$ cat src/rtl/muldiv_pkg.sv
// rtl/muldiv_pkg.sv - shared widths, op encodings and FSM states for the HI/LO unit
package muldiv_pkg;

  localparam int DATA_W = 32;

  typedef enum logic [1:0] {
    OP_MULT  = 2'b00,
    OP_MULTU = 2'b01,
    OP_DIV   = 2'b10,
    OP_DIVU  = 2'b11
  } op_t;

  typedef enum logic [1:0] {
    IDLE = 2'b00,
    RUN  = 2'b01,
    FIX  = 2'b10
  } state_t;

  localparam logic [DATA_W-1:0] DIV0_LO = '1;

endpackage

$ cat src/rtl/muldiv_iter.sv
// rtl/muldiv_iter.sv - unsigned shift-add multiply / restoring divide, one bit per step
module muldiv_iter #(
  parameter int W = 32
) (
  input  logic         clk,
  input  logic         rst,
  input  logic         load,
  input  logic         step,
  input  logic         is_div,
  input  logic [W-1:0] a,
  input  logic [W-1:0] b,
  output logic [W-1:0] hi,
  output logic [W-1:0] lo,
  output logic         last
);

  localparam int CW = $clog2(W);

  logic [W-1:0]  b_q;
  logic          is_div_q;
  logic [CW-1:0] cnt;

  logic [W:0]    add;
  logic [W:0]    rem_sh;
  logic          fits;
  logic [W-1:0]  sub;

  // hi:lo is the product accumulator for multiply, remainder:quotient for divide
  always_comb begin
    add    = {1'b0, hi} + {1'b0, b_q};
    rem_sh = {hi, lo[W-1]};
    fits   = rem_sh >= {1'b0, b_q};
    sub    = rem_sh[W-1:0] - b_q;
  end

  assign last = step && (cnt == CW'(W-1));

  always_ff @(posedge clk) begin
    if (rst) begin
      hi       <= '0;
      lo       <= '0;
      b_q      <= '0;
      is_div_q <= 1'b0;
      cnt      <= '0;
    end else if (load) begin
      hi       <= '0;
      lo       <= a;
      b_q      <= b;
      is_div_q <= is_div;
      cnt      <= '0;
    end else if (step) begin
      cnt <= cnt + CW'(1);
      if (is_div_q) begin
        hi <= fits ? sub : rem_sh[W-1:0];
        lo <= {lo[W-2:0], fits};
      end else if (lo[0]) begin
        {hi, lo} <= {add, lo[W-1:1]};
      end else begin
        {hi, lo} <= {1'b0, hi, lo[W-1:1]};
      end
    end
  end

endmodule

$ cat src/rtl/muldiv_unit.sv
// rtl/muldiv_unit.sv - iterative MULT/MULTU/DIV/DIVU with HI/LO registers and MTHI/MTLO
module muldiv_unit
  import muldiv_pkg::*;
#(
  parameter int DATA_W = muldiv_pkg::DATA_W
) (
  input  logic              clk,
  input  logic              rst,
  input  logic              Start,
  input  logic [1:0]        Op,
  input  logic [DATA_W-1:0] OpA,
  input  logic [DATA_W-1:0] OpB,
  input  logic              HiWr,
  input  logic              LoWr,
  input  logic [DATA_W-1:0] WrData,
  output logic              Busy,
  output logic              Done,
  output logic [DATA_W-1:0] Hi,
  output logic [DATA_W-1:0] Lo
);

  state_t state;

  logic              is_div_q, sa_q, sb_q, div0_q;
  logic [DATA_W-1:0] a_raw_q;

  logic              launch, is_div, is_signed, sa, sb;
  logic [DATA_W-1:0] mag_a, mag_b;
  logic [DATA_W-1:0] it_hi, it_lo;
  logic              it_last;

  logic [2*DATA_W-1:0] prod, prod_fix;
  logic [DATA_W-1:0]   q_fix, r_fix;

  always_comb begin
    launch    = (state == IDLE) && Start;
    is_div    = (Op == OP_DIV) || (Op == OP_DIVU);
    is_signed = (Op == OP_MULT) || (Op == OP_DIV);
    sa        = is_signed && OpA[DATA_W-1];
    sb        = is_signed && OpB[DATA_W-1];
    mag_a     = sa ? -OpA : OpA;
    mag_b     = sb ? -OpB : OpB;
  end

  muldiv_iter #(.W(DATA_W)) u_iter (
    .clk    (clk),
    .rst    (rst),
    .load   (launch),
    .step   (state == RUN),
    .is_div (is_div),
    .a      (mag_a),
    .b      (mag_b),
    .hi     (it_hi),
    .lo     (it_lo),
    .last   (it_last)
  );

  // Magnitudes were used in the datapath; restore signs here (0x80000000/-1 wraps naturally)
  always_comb begin
    prod     = {it_hi, it_lo};
    prod_fix = (sa_q ^ sb_q) ? -prod : prod;
    q_fix    = (sa_q ^ sb_q) ? -it_lo : it_lo;
    r_fix    = sa_q ? -it_hi : it_hi;
  end

  always_ff @(posedge clk) begin
    if (rst) begin
      state    <= IDLE;
      Hi       <= '0;
      Lo       <= '0;
      Busy     <= 1'b0;
      Done     <= 1'b0;
      is_div_q <= 1'b0;
      sa_q     <= 1'b0;
      sb_q     <= 1'b0;
      div0_q   <= 1'b0;
      a_raw_q  <= '0;
    end else begin
      Done <= 1'b0;
      case (state)
        IDLE: begin
          if (HiWr) Hi <= WrData;
          if (LoWr) Lo <= WrData;
          if (Start) begin
            is_div_q <= is_div;
            sa_q     <= sa;
            sb_q     <= sb;
            div0_q   <= is_div && (OpB == '0);
            a_raw_q  <= OpA;
            Busy     <= 1'b1;
            state    <= RUN;
          end
        end
        RUN: begin
          if (it_last) state <= FIX;
        end
        FIX: begin
          if (!is_div_q) begin
            {Hi, Lo} <= prod_fix;
          end else if (div0_q) begin
            Hi <= a_raw_q;
            Lo <= DIV0_LO;
          end else begin
            Hi <= r_fix;
            Lo <= q_fix;
          end
          Busy  <= 1'b0;
          Done  <= 1'b1;
          state <= IDLE;
        end
        default: state <= IDLE;
      endcase
    end
  end

endmodule

$ cat config.mk
export PLATFORM = sky130hd
export DESIGN_NAME = muldiv_unit
export DESIGN_NICKNAME = d
export VERILOG_FILES = /design/src/rtl/muldiv_pkg.sv /design/src/rtl/muldiv_iter.sv /design/src/rtl/muldiv_unit.sv
export SDC_FILE = /design/constraint.sdc
export NUM_CORES = 1
export LEC_CHECK = 0
export CORE_ASPECT_RATIO = 2
export CORE_MARGIN = 1.5
export CORE_UTILIZATION = 63
export CTS_BUF_LIST = sky130_fd_sc_hd__clkbuf_16
export CTS_CLUSTER_DIAMETER = 80
export CTS_CLUSTER_SIZE = 14
export DETAILED_ROUTE_END_ITERATION = 16
export PLACE_DENSITY_LB_ADDON = 0.05
export SETUP_SLACK_MARGIN = 0.05
export SLEW_MARGIN = 20
export SYNTH_ARGS = -nofsm -noshare
export SYNTH_HDL_FRONTEND = slang
export SYNTH_SLANG_ARGS = --single-unit
export TNS_END_PERCENT = 5
$ cat constraint.sdc
create_clock -name clk -period 7.2 [get_ports clk]
set_input_delay 0.72 -clock clk [delete_from_list [all_inputs] [get_ports clk]]
set_output_delay 0.72 -clock clk [all_outputs]
set_load 0.01 [all_outputs]
; Yosys cells after proc, flatten, opt, wreduce, memory -nomap -nowiden
; Cells that the tools add are included.
[word_totals]
regBits = 206
inputBits = 103
output_inout_bits = 66
[op_classes]
add_sub_neg = 8
n_lt_le_gt_ge = 1
n_eq_ne = 9
mux = 26
bitwise = 1
n_reduce_logical = 18
[ops]
columns = op, n
row1 = $mux 32, 17
row2 = $neg 32->32, 4
row3 = $pmux 32 s2, 2
row4 = $mux 64, 1
row5 = $neg 64->64, 1
row6 = $add 32x32->33, 1
row7 = $ge 33x32->1, 1
row8 = $logic_not 32->1, 1
row9 = $sub 32x32->32, 1
row10 = $reduce_and 2->1, 5
row11 = $ne 2x2->1 const B, 4
row12 = $eq 2x2->1 const B, 3
row13 = $add 5x1->5 const B, 1
row14 = $eq 5x5->1 const B, 1
row15 = $logic_and 1x1->1, 5
row16 = $logic_not 2->1, 2
row17 = $mux 2, 2
row18 = $pmux 2 s2, 1
row19 = $reduce_bool 2->1, 2
row20 = $eq 2x1->1 const B, 1
row21 = $logic_or 1x1->1, 2
row22 = $mux 1, 2
row23 = $pmux 1 s2, 1
row24 = $reduce_or 2->1, 1
row25 = $xor 1x1->1, 1

; Depth between registers and ports, before layout
; Gate-level depths: netlist of run 1.
[logic_depth]
word_depth = 5
mapped_depth = 14
mapped_depth_nobuf = 13

; Modules after synthesis
; Synthesis of run 1 repeated with hierarchy kept, for this count alone.
[hier_totals]
cells_unflattened = 2310
hier_area_um2 = 17081.4
[by_module_without_submodules]
columns = mod, n_inst, cells_per_inst, area_per_inst_um2, seq_area_each_um2
row1 = muldiv_iter, 1, 1129, 8582.0, 2042.0
row2 = muldiv_unit, 1, 1181, 8499.4, 2082.0

; Worst setup path after synthesis of run 1
; OpenSTA, ideal clock, no wires.
[synth_timing]
path_kind = register -> register
from = register u_iter.lo[0]
to = register Hi[28]
t_arrival_ps = 3018
t_required_ps = 7086
slack_ps = 4068
path_stages_with_launch = 14
path_buffers = 3
synth_period_minus_slack_ps = 3132
cell_sequence = dfxtp_1 clkbuf_1 inv_1 clkbuf_1 clkbuf_1 ha_1 nor3b_1 nand3_1 nor4_2 nand2_1 o21ai_0 xnor2_1 o21ai_0 a2111oi_0
[synth_between]
elab_chain_len = 4
[synth_rtl]
columns = item, line
row1 = start: declaration, muldiv_iter.sv:13  ; output logic [W-1:0] lo,
row2 = start signal: assignment, muldiv_iter.sv:55  ; lo <= {lo[W-2:0], fits};
row3 = start signal: assignment, muldiv_iter.sv:57  ; {hi, lo} <= {add, lo[W-1:1]};
row4 = start signal: assignment, muldiv_iter.sv:59  ; {hi, lo} <= {1'b0, hi, lo[W-1:1]};
row5 = $neg 64->64, muldiv_unit.sv:61  ; prod_fix = (sa_q ^ sb_q) ? -prod : prod;
row6 = $mux 64, muldiv_unit.sv:61
row7 = $mux 32, muldiv_unit.sv:98  ; if (!is_div_q) begin
row8 = $pmux 32 s2, muldiv_unit.sv:80  ; case (state)
row9 = end signal: assignment, muldiv_unit.sv:82  ; if (HiWr) Hi <= WrData;
row10 = end signal: assignment, muldiv_unit.sv:99  ; {Hi, Lo} <= prod_fix;
row11 = end signal: assignment, muldiv_unit.sv:101  ; Hi <= a_raw_q;
row12 = end: declaration, muldiv_unit.sv:18  ; output logic [DATA_W-1:0] Hi,
; Every way passes these cells.
; A chain may end at the register's enable or synchronous reset.

; Final worst setup path of run 1
[layout_timing]
from = register u_iter.b_q[29]
to = register u_iter.hi[1]
[layout_between]
elab_chain_len = 3
[layout_rtl]
columns = item, line
row1 = start: declaration, muldiv_iter.sv:19  ; logic [W-1:0] b_q;
row2 = start signal: assignment, muldiv_iter.sv:42  ; b_q <= '0;
row3 = start signal: assignment, muldiv_iter.sv:48  ; b_q <= b;
row4 = $ge 33x32->1, muldiv_iter.sv:32  ; fits = rem_sh >= {1'b0, b_q};
row5 = $mux 32, muldiv_iter.sv:54  ; hi <= fits ? sub : rem_sh[W-1:0];
row6 = $mux 32, muldiv_iter.sv:53  ; if (is_div_q) begin
row7 = end signal: assignment, muldiv_iter.sv:54
row8 = end signal: assignment, muldiv_iter.sv:57
row9 = end signal: assignment, muldiv_iter.sv:59
row10 = end: declaration, muldiv_iter.sv:12  ; output logic [W-1:0] hi,
; Every way passes these cells.

==> metrics, run 1 <==
status complete, no violations; Crit. End Element flip-flop; die area 27,100 um^2; Worst slew margin 0.288; main combinational cell family by area after synthesis compound AO/OA/AOI/OAI gates; Root Buffer clkbuf_16; max incr delay on CP between 600 and 700 ps; port buffer count 168; Final Max Tran Viols 0; Synth Area in Adders 0.0557; crit-path cells inv_1 > ha_1 > nand4_1 > nor4b_1 > nand4_1 > o211ai_1 > a22oi_1 > nand2_1 > buf_4 > mux2_2 > a21oi_1 > o21ai_0; Sw Share 0.387; H-Tree Depth 1; CTS tree done; Core Area 25,700 um^2; critical path's slowest cell dfxtp_1; total CTS buffers 18; Int Power approximately 0.0022 W; FFs w/ async S/R, synth 0; share of cells above drive strength 1 0.0375; Yosys cell types 77; crit share post-route 0.549; hold slack between 400 and 500 ps; post-synthesis compound-gate area fraction 0.288; Starting Density 0.641; fin nets 2,470; Wirelength per Cell around 26 um; initial antenna violation count 6; Synth Area in XOR/XNOR 0.0991; I/O pin cnt 169; Ys Warns 0; Post-Synthesis Cells 2,269; Yosys top cell area share 0.250; VDD IR-drop max approximately 220 uV; remaining global-route overflow 0; startpoint types flip-flop; Vert. Die Dim between 200 and 250 um; number of fill cells approximately 2,100; post-cts sizing count 0; pwr dens ~190 nW/um^2; leakage power 6.96 nW; Clk pwr share 0.260; number of global-route vias before repair 17,800; # DRC 0; postcts setup bufs 0; commonest non-fill, non-tap cell in the layout a21oi_1; Syn Area/Cell a little over 7 um^2; setup clock skew after layout roughly 13 ps; register share of total power 0.387; Yosys reg bits about 200; post-DP HPWL 50.4 mm; row count 83; WP data arrival ~4300 ps; mux cell area share after synthesis 0.0429; Post-Synthesis Net Count 2,444; Mapped Area between 15,000 and 20,000 um^2; max frequency 253 MHz; EDFF count, synth 0; Final Hold Fails 0; drt first pass iters 8; crit-path most repeated cell nand4_1; P_sw around 0.0014 W; TNS Setup 0 ps; First DRT Iteration DRCs between 2,000 and 2,500; largest net degree at the start of global routing 87; Synth area leaders dfxtp_1 25%, a21oi_1 8.0%, nand2_1 5.9%; Critical Path Fanout Max 30; critical path class flip-flop to flip-flop; worst slew pin tran about 1100 ps; drt total wl 68.8 mm; register area share after synthesis 0.250; GPL Wtd Cong approximately 1.1; global-route wire length before repair approximately 100 mm; Tot GR Track Use 0.502; Synth Area in Simple Gates 0.205; top_reg_cell synth dfxtp_1; Req. time, crit path approximately 7600 ps; hold-fix buffers at CTS 0; CTS sink count 205; post-route ant nets 0; final setup vio count 0; CTS max path bufs 3; unrepaired setup endpoints after global routing false; Max Cap Viol 0; Min-Delay Path Class flip-flop to flip-flop; Worst-path clk slew about 70 ps; Synth area leader dfxtp_1; DR vias 18,500; minimum clock period 3950 ps; Comb pwr share 0.353; worst-skew pair later-pin latency 530 ps; Via-to-Cell Ratio 7.02; Syn-to-layout area delta 13.0%; most frequent cells in the layout 262 x a21oi_1, 258 x nand2_1, 206 x nor2_1; Die X-Extent between 100 and 150 um
critical path: cells and delay by family, from the launching register on:
kind | cells | cell delay (ps)
compound gates | 4 | 760
flops | 1 | 620
mux | 1 | 390
fa+ha+maj | 1 | 430
buf+inv | 2 | 490
simple gates | 4 | 1110
metrics by stage:
step	cell area, um^2	std cells	setup WS [ps]	power [W]	util
final	18600	2641	3250	0.00354	0.724
after global routing	18600	2636	2990	0.00365	0.724
after CTS	18500	2636	3410	0.00344	0.723
after detailed placement	18100	2615	3160	0.00256	0.704
after global placement	18100	2615	3270	0.00254	0.704
after floorplan	16400	2269	4070	0.00212	-
area by class of cell:
type,count,area [um^2],share of cell area
antenna,5,12.5,0.000674
timing repair buffer,191,1850,0.0997
sequential,205,4110,0.221
clock buffer,19,475,0.0256
multi-input combinational,1805,11400,0.614
clock inverter,2,11.3,0.000606
inverter,74,278,0.0150
tap,340,425,0.0229
metal layers:
metal / share of wire / wire, um / up-vias / global-route usage
met1: 0.30 / 20700 / 8585 / 0.447
li1: - / - / 8275 / -
met5: 0 / 0 / - / 0
met2: 0.47 / 32000 / 1214 / 0.806
met3: 0.097 / 6680 / 470 / 0.185
met4: 0.14 / 9360 / 0 / 0.552
power by group through the flow:
stage / Sequential [W] / Combinational [W] / Clock [W]
floorplan: 0.00130 / 0.000827 / 0
global placement: 0.00137 / 0.00116 / 0
detailed placement: 0.00137 / 0.00118 / 0
CTS: 0.00135 / 0.00119 / 0.000901
global route: 0.00137 / 0.00134 / 0.000944
finish: 0.00137 / 0.00125 / 0.000920
registers in the layout, indices dropped and copies added, names as in the netlist:
| name | count |
|---|---|
| sb_q | 1 |
| Done | 1 |
| Busy | 1 |
| state | 2 |
| u_iter.lo | 32 |
| a_raw_q | 32 |
| Hi | 32 |
| sa_q | 1 |
| u_iter.b_q | 32 |
| u_iter.cnt | 5 |
| is_div_q | 1 |
| Lo | 32 |
| u_iter.hi | 32 |
| div0_q | 1 |
synthesized netlist by cell type, types with 32 or more instances:
master    instances
xnor2_1         101
xor2_1           85
clkbuf_1        157
a21oi_1         262
o21ai_0         153
mux2i_1          57
or3_1            32
nor2_1          208
dfxtp_1         205
o221ai_1         42
a211oi_1         58
inv_1            74
nor3_1           59
nand2_1         258
ha_1             70
logic make-up after synthesis:
kind of cell	Yosys count
buffers and inverters	259
XOR/XNOR	186
adder cells (fa/ha/maj)	72
multiplexers	69
AO/OA/AOI/OAI	749
flip-flops	205
AND/OR/NAND/NOR	729
final timing paths:
kind                               startpoint                         to  cells past startpoint  slack, ps
hold / removal            Hi[26]$_SDFFE_PP0P_        Hi[26]$_SDFFE_PP0P_                      1        450
setup / recovery  u_iter.b_q[29]$_SDFFE_PP0P_  u_iter.hi[1]$_SDFFE_PP0P_                     12       3250
setup reg to reg  u_iter.b_q[29]$_SDFFE_PP0P_  u_iter.hi[1]$_SDFFE_PP0P_                     12       3250
hold reg to reg           Hi[26]$_SDFFE_PP0P_        Hi[26]$_SDFFE_PP0P_                      1        450
Note: power is estimated with default switching activity, not from simulation.
==> inputs of run 2 (changes only) <==
Settings changed: CORE_UTILIZATION 63 to 59.
Clock period 7.2 ns to 3.9 ns, I/O delays scaled along.
==> run 2 against run 1 <==
  * First-iteration DRC count decreased by 15%
  * Worst hold slack improved by 3.1 ps
  * Count of clock-buffer cells in the layout unchanged
  * Non-clock buffer count increased by 81
  * Fmax increased by 10%
  * Final cell count increased by 3.4%
  * Register-to-register slack got worse by 2900 ps
  * Power increased by 89%
  * Via count increased by 1.4%
  * Die area increased by 6.6%
  * Clock skew increased by 17 ps
  * Clock power increased by 87%
  * Critical endpoint is now u_iter.hi[24]$_SDFFE_PP0P_
  * Largest cell class unchanged
==> metrics, run 2 (synthesized netlist as in run 1, its figures left out) <==
status complete, no violations (unchanged); global-route wire length before repair 107 mm (was 102 mm); Die X-Extent 121 um (was 117 um); Final Hold Fails 0 (unchanged); drt total wl 71.7 mm (was 68.8 mm); Worst slew margin 0.371 (was 0.288); max incr delay on CP 510 ps (was 620 ps); critical path's slowest cell a221oi_1 (was dfxtp_1); unrepaired setup endpoints after global routing false (unchanged); Wirelength per Cell 26.3 um (was 26.0 um); setup clock skew after layout 30.2 ps (was 13.1 ps); Core Area 27,400 um^2 (was 25,700 um^2); port buffer count 168 (unchanged); startpoint types flip-flop (unchanged); Layout Cells excl Fill 2,730 (was 2,641); crit share post-route 0.918 (was 0.549); Tot GR Track Use 0.490 (was 0.502); leakage power 7.38 nW (was 6.96 nW); GPL Wtd Cong 1.11 (was 1.05); drt first pass iters 9 (was 8); number of global-route vias before repair 18,200 (was 17,800); die area 28,900 um^2 (was 27,100 um^2); Min-Delay Path Class flip-flop to flip-flop (unchanged); post-route ant nets 0 (unchanged); CTS max path bufs 3 (unchanged); number of fill cells 2,362 (was 2,065); post-DP HPWL 55.1 mm (was 50.4 mm); DR vias 18,800 (was 18,500); critical path class flip-flop to flip-flop (unchanged); Req. time, crit path 4290 ps (was 7590 ps); placed insts 2,707 (was 2,615); share of cells above drive strength 1 0.0719 (was 0.0375); most frequent cells in the layout 262 x a21oi_1, 258 x nand2_1, 206 x nor2_1 (unchanged); Final Max Tran Viols 0 (unchanged); fin nets 2,551 (was 2,470); Critical Path Fanout Max 5 (was 30); final setup vio count 0 (unchanged); max frequency 279 MHz (was 253 MHz); I/O pin cnt 169 (unchanged); end-of-flow core utilization 0.701 (was 0.724); Max Cap Viol 0 (unchanged); First DRT Iteration DRCs 1,830 (was 2,164); Root Buffer clkbuf_16 (unchanged); pwr dens 347 nW/um^2 (was 190 nW/um^2); worst slew pin tran 940 ps (was 1070 ps); Syn-to-layout area delta 16.9% (was 13.0%); Crit. End Element flip-flop (unchanged); worst-skew pair later-pin latency 530 ps (about the same); Bufs and invs on worst path 2 (unchanged); crit-path cells inv_1 > ha_1 > inv_1 > fa_1 > a21oi_1 > o211ai_1 > a221oi_1 > o21bai_1 > a21bo_2 > a21boi_0 > xor2_1 > a221o_1 > o21ai_0 (was inv_1 > ha_1 > nand4_1 > nor4b_1 > nand4_1 > o211ai_1 > a22oi_1 > nand2_1 > buf_4 > mux2_2 > a21oi_1 > o21ai_0); VDD IR-drop max 329 uV (was 222 uV); initial antenna violation count 1 (was 6); crit-path most repeated cell inv_1 (was nand4_1); # DRC 0 (unchanged); Via-to-Cell Ratio 6.89 (was 7.02); row count 86 (was 83); postcts setup bufs 0 (unchanged); Vert. Die Dim 239 um (was 231 um); remaining global-route overflow 0 (unchanged); total CTS buffers 18 (unchanged); Crit path max-delay family compound AO/OA/AOI/OAI gates (was simple AND/OR/NAND/NOR gates); largest net degree at the start of global routing 74 (was 87); Starting Density 0.599 (was 0.641); WP data arrival 3970 ps (was 4340 ps); Worst-path clk slew 80 ps (was 70 ps); H-Tree Depth 1 (unchanged); CTS sink count 205 (unchanged); minimum clock period 3580 ps (was 3950 ps); CTS tree done (unchanged); commonest non-fill, non-tap cell in the layout a21oi_1 (unchanged)
run 2: area by class of cell:
cell class              instances  area, um^2  area share
clock buffers                  19         475      0.0247
repair buffers                272        2480       0.129
diodes                          1        2.50    0.000130
well taps                     352         440      0.0229
multi-input cells            1805       11400       0.594
flip-flops and latches        205        4110       0.214
inverters                      74         278      0.0144
clock inverters                 2        11.3    0.000586
run 2: where the power goes:
part           total [W]  internal [W]  switching (W)
sequential       0.00243       0.00224       0.000190
combinational    0.00253      0.000983        0.00155
clock            0.00172      0.000865       0.000854
total            0.00668       0.00409        0.00259
run 2: stage by stage:
stage	cell area, um^2	hold WS [ps]	power, W	worst slack, ps	setup TNS, ps
global placement	18700	437	0.00485	-277	-504
floorplan	16400	433	0.00392	768	0
finish	19200	451	0.00668	321	0
CTS	19200	447	0.00655	265	0
global route	19200	466	0.00688	188	0
detailed placement	18700	439	0.00488	-256	-465
run 2: worst paths after layout:
check                        startpoint                          to  cells past startpoint  slack [ps]
max reg2reg  u_iter.lo[31]$_SDFFE_PP0P_  u_iter.hi[24]$_SDFFE_PP0P_                     13         320
max          u_iter.lo[31]$_SDFFE_PP0P_  u_iter.hi[24]$_SDFFE_PP0P_                     13         320
min                 Hi[26]$_SDFFE_PP0P_         Hi[26]$_SDFFE_PP0P_                      1         450
min reg2reg         Hi[26]$_SDFFE_PP0P_         Hi[26]$_SDFFE_PP0P_                      1         450
run 2: repair_timing:
item | 4_1_cts | 5_1_grt
gates resized for setup | 0 | 1
hold buffers | 0 | 0
setup endpoints to repair | 0 | 1
run 2: routing by layer:
metal | vias to the layer above | GRT usage | share of wire
met5 | - | 0.00179 | 0
met4 | 0 | 0.600 | 0.16
met3 | 514 | 0.107 | 0.077
met2 | 1224 | 0.815 | 0.47
met1 | 8653 | 0.443 | 0.30
li1 | 8410 | - | -
==> variant, RTL diff (flow settings as in run 1) <==
Set the package constant `DATA_W` to 16 (it was 32).
--- a/src/rtl/muldiv_pkg.sv
+++ b/src/rtl/muldiv_pkg.sv
@@ -3,3 +3,3 @@
 
-  localparam int DATA_W = 32;
+  localparam int DATA_W = 16;
 
Interface: changed (5 resized); port bits go from 169 to 89. No check against the original RTL was run, so the function may have changed too.
==> variant against run 1 <==
  * Fmax is 27% higher
  * Routed wire length is 60% lower
  * Setup slack better by 0.84 ns
  * Cell area is 50% lower
  * Sequential cell count is 97 lower
  * Area after synthesis is 50% lower
  * Power is 49% lower
  * Clock power is 41% lower
  * Critical path type unchanged
  * Highest routed layer unchanged
==> variant: results (changes against run 1) <==
The flow ran to the end, and the final reports show no timing, DRC or antenna violations. The total of fill cells in the finished design was 1063 (was 2065); the post-synthesis sequential area ratio was 26.5% (was 25.0%). The length of routed met2 wiring was 13.7 mm (was 32.0 mm). The worst max-slew margin expressed relative to the limit was 29.7% (was 28.8%). The tools report the power dissipated in combinational cells as 0.000554 W (was 0.00125 W). The arrival time reported for the critical path endpoint came out at 3.39 ns (was 4.34 ns). Synth top cells by count: sky130_fd_sc_hd__a21oi_1 (136), sky130_fd_sc_hd__nand2_1 (123), sky130_fd_sc_hd__nor2_1 (115), sky130_fd_sc_hd__dfxtp_1 (108), sky130_fd_sc_hd__o21ai_0 (60) (was sky130_fd_sc_hd__a21oi_1 (262), sky130_fd_sc_hd__nand2_1 (258), sky130_fd_sc_hd__nor2_1 (208), sky130_fd_sc_hd__dfxtp_1 (205), sky130_fd_sc_hd__clkbuf_1 (157)). The total clock buffers created by CTS was 9 (was 18); the fraction of standard cell area that is sequential was 23.3% (was 22.1%).

The fraction of layout cells with a size suffix above 1 works out to 4.67% (was 3.75%). The run gives 39.2% (was 38.7%) as the portion of total power attributed to sequential cells. The met3 track utilization from global routing came out at 6.43% (was 18.5%).

The maximum vdd ir drop came out at 153 µV (was 222 µV). The routed length on met1 was 9.13 mm (was 20.7 mm). The total via count after detailed routing was 8711 (was 18500); the portion of netlist area occupied by mux cells was 2.83% (was 4.29%). The placer's final routability congestion estimate is 1.02 (was 1.05), and the maximum buffer depth of the clock tree is 2 (was 3). The logs give 8261 (was 17800) for the number of global-route vias before repair and 1268 (was 2615) for the total instance count after detailed placement.

The tools report the leakage power figure as 3.48 nW (was 6.96 nW). Area fraction in compound gates after synthesis: 29.3% (was 28.8%). The number of vias per cell came out at 6.78 (was 7.02). The logs give 2160 µm² (was 4110 µm²) for the register area and 0.00115 W (was 0.00217 W) for the internal power consumption. The number of I/O port buffers is 88 (was 168).

The tools report the count of clock tree sinks as 108 (was 205). The relative area of non-clock buffer cells in the final design works out to 10.3% (was 9.97%). First-iteration detailed-routing DRC count: 670 (was 2164). The placement-stage worst setup slack was 4.09 ns (was 3.16 ns).

For the number of search-and-repair iterations in the first detailed-routing pass, the log shows 7 (was 8). The tools report the global routing usage on met1 as 40.7% (was 44.7%). The post-synthesis area per instance came out at 7.47 µm² (was 7.25 µm²).

The total global-route track usage came out at 40.0% (was 50.2%). The x dimension of the die came out at 83.5 µm (was 117 µm). The tools report the global-route wire length before repair as 43.2 mm (was 102 mm).
variant: cell count changes in the layout (fill, tap and decap cells not counted), moves of 33 or more:
| cell | before | now |
|---|---|---|
| sky130_fd_sc_hd__a21oi_1 | 262 | 136 |
| sky130_fd_sc_hd__clkdlybuf4s50_1 | 167 | 87 |
| sky130_fd_sc_hd__dfxtp_1 | 203 | 107 |
| sky130_fd_sc_hd__ha_1 | 70 | 37 |
| sky130_fd_sc_hd__inv_1 | 75 | 40 |
| sky130_fd_sc_hd__mux2i_1 | 57 | 22 |
| sky130_fd_sc_hd__nand2_1 | 258 | 123 |
| sky130_fd_sc_hd__nor2_1 | 206 | 114 |
| sky130_fd_sc_hd__nor3_1 | 59 | 26 |
| sky130_fd_sc_hd__o21ai_0 | 152 | 60 |
| sky130_fd_sc_hd__xnor2_1 | 100 | 38 |
| sky130_fd_sc_hd__xor2_1 | 84 | 37 |
variant: worst paths after layout:
kind | from | to | slack (ns) | depth (start not counted)
setup / recovery | u_iter.hi[4] | u_iter.hi[1] | 4.09 | 8
hold / removal | Lo[8] | Lo[8] | 0.45 | 2
setup reg to reg | u_iter.hi[4] | u_iter.hi[1] | 4.09 | 8
hold reg to reg | Lo[8] | Lo[8] | 0.45 | 2
variant: critical path: stages, from the launching register on:
cell and delay (ns):
sky130_fd_sc_hd__dfxtp_1 0.61, sky130_fd_sc_hd__ha_1 0.35, sky130_fd_sc_hd__o21ai_1 0.12, sky130_fd_sc_hd__a2111oi_0 0.39, sky130_fd_sc_hd__o21ai_1 0.15, sky130_fd_sc_hd__a21o_1 0.23, sky130_fd_sc_hd__a31oi_2 0.78, sky130_fd_sc_hd__a221oi_1 0.17
sky130_fd_sc_hd__a211oi_1 0.21
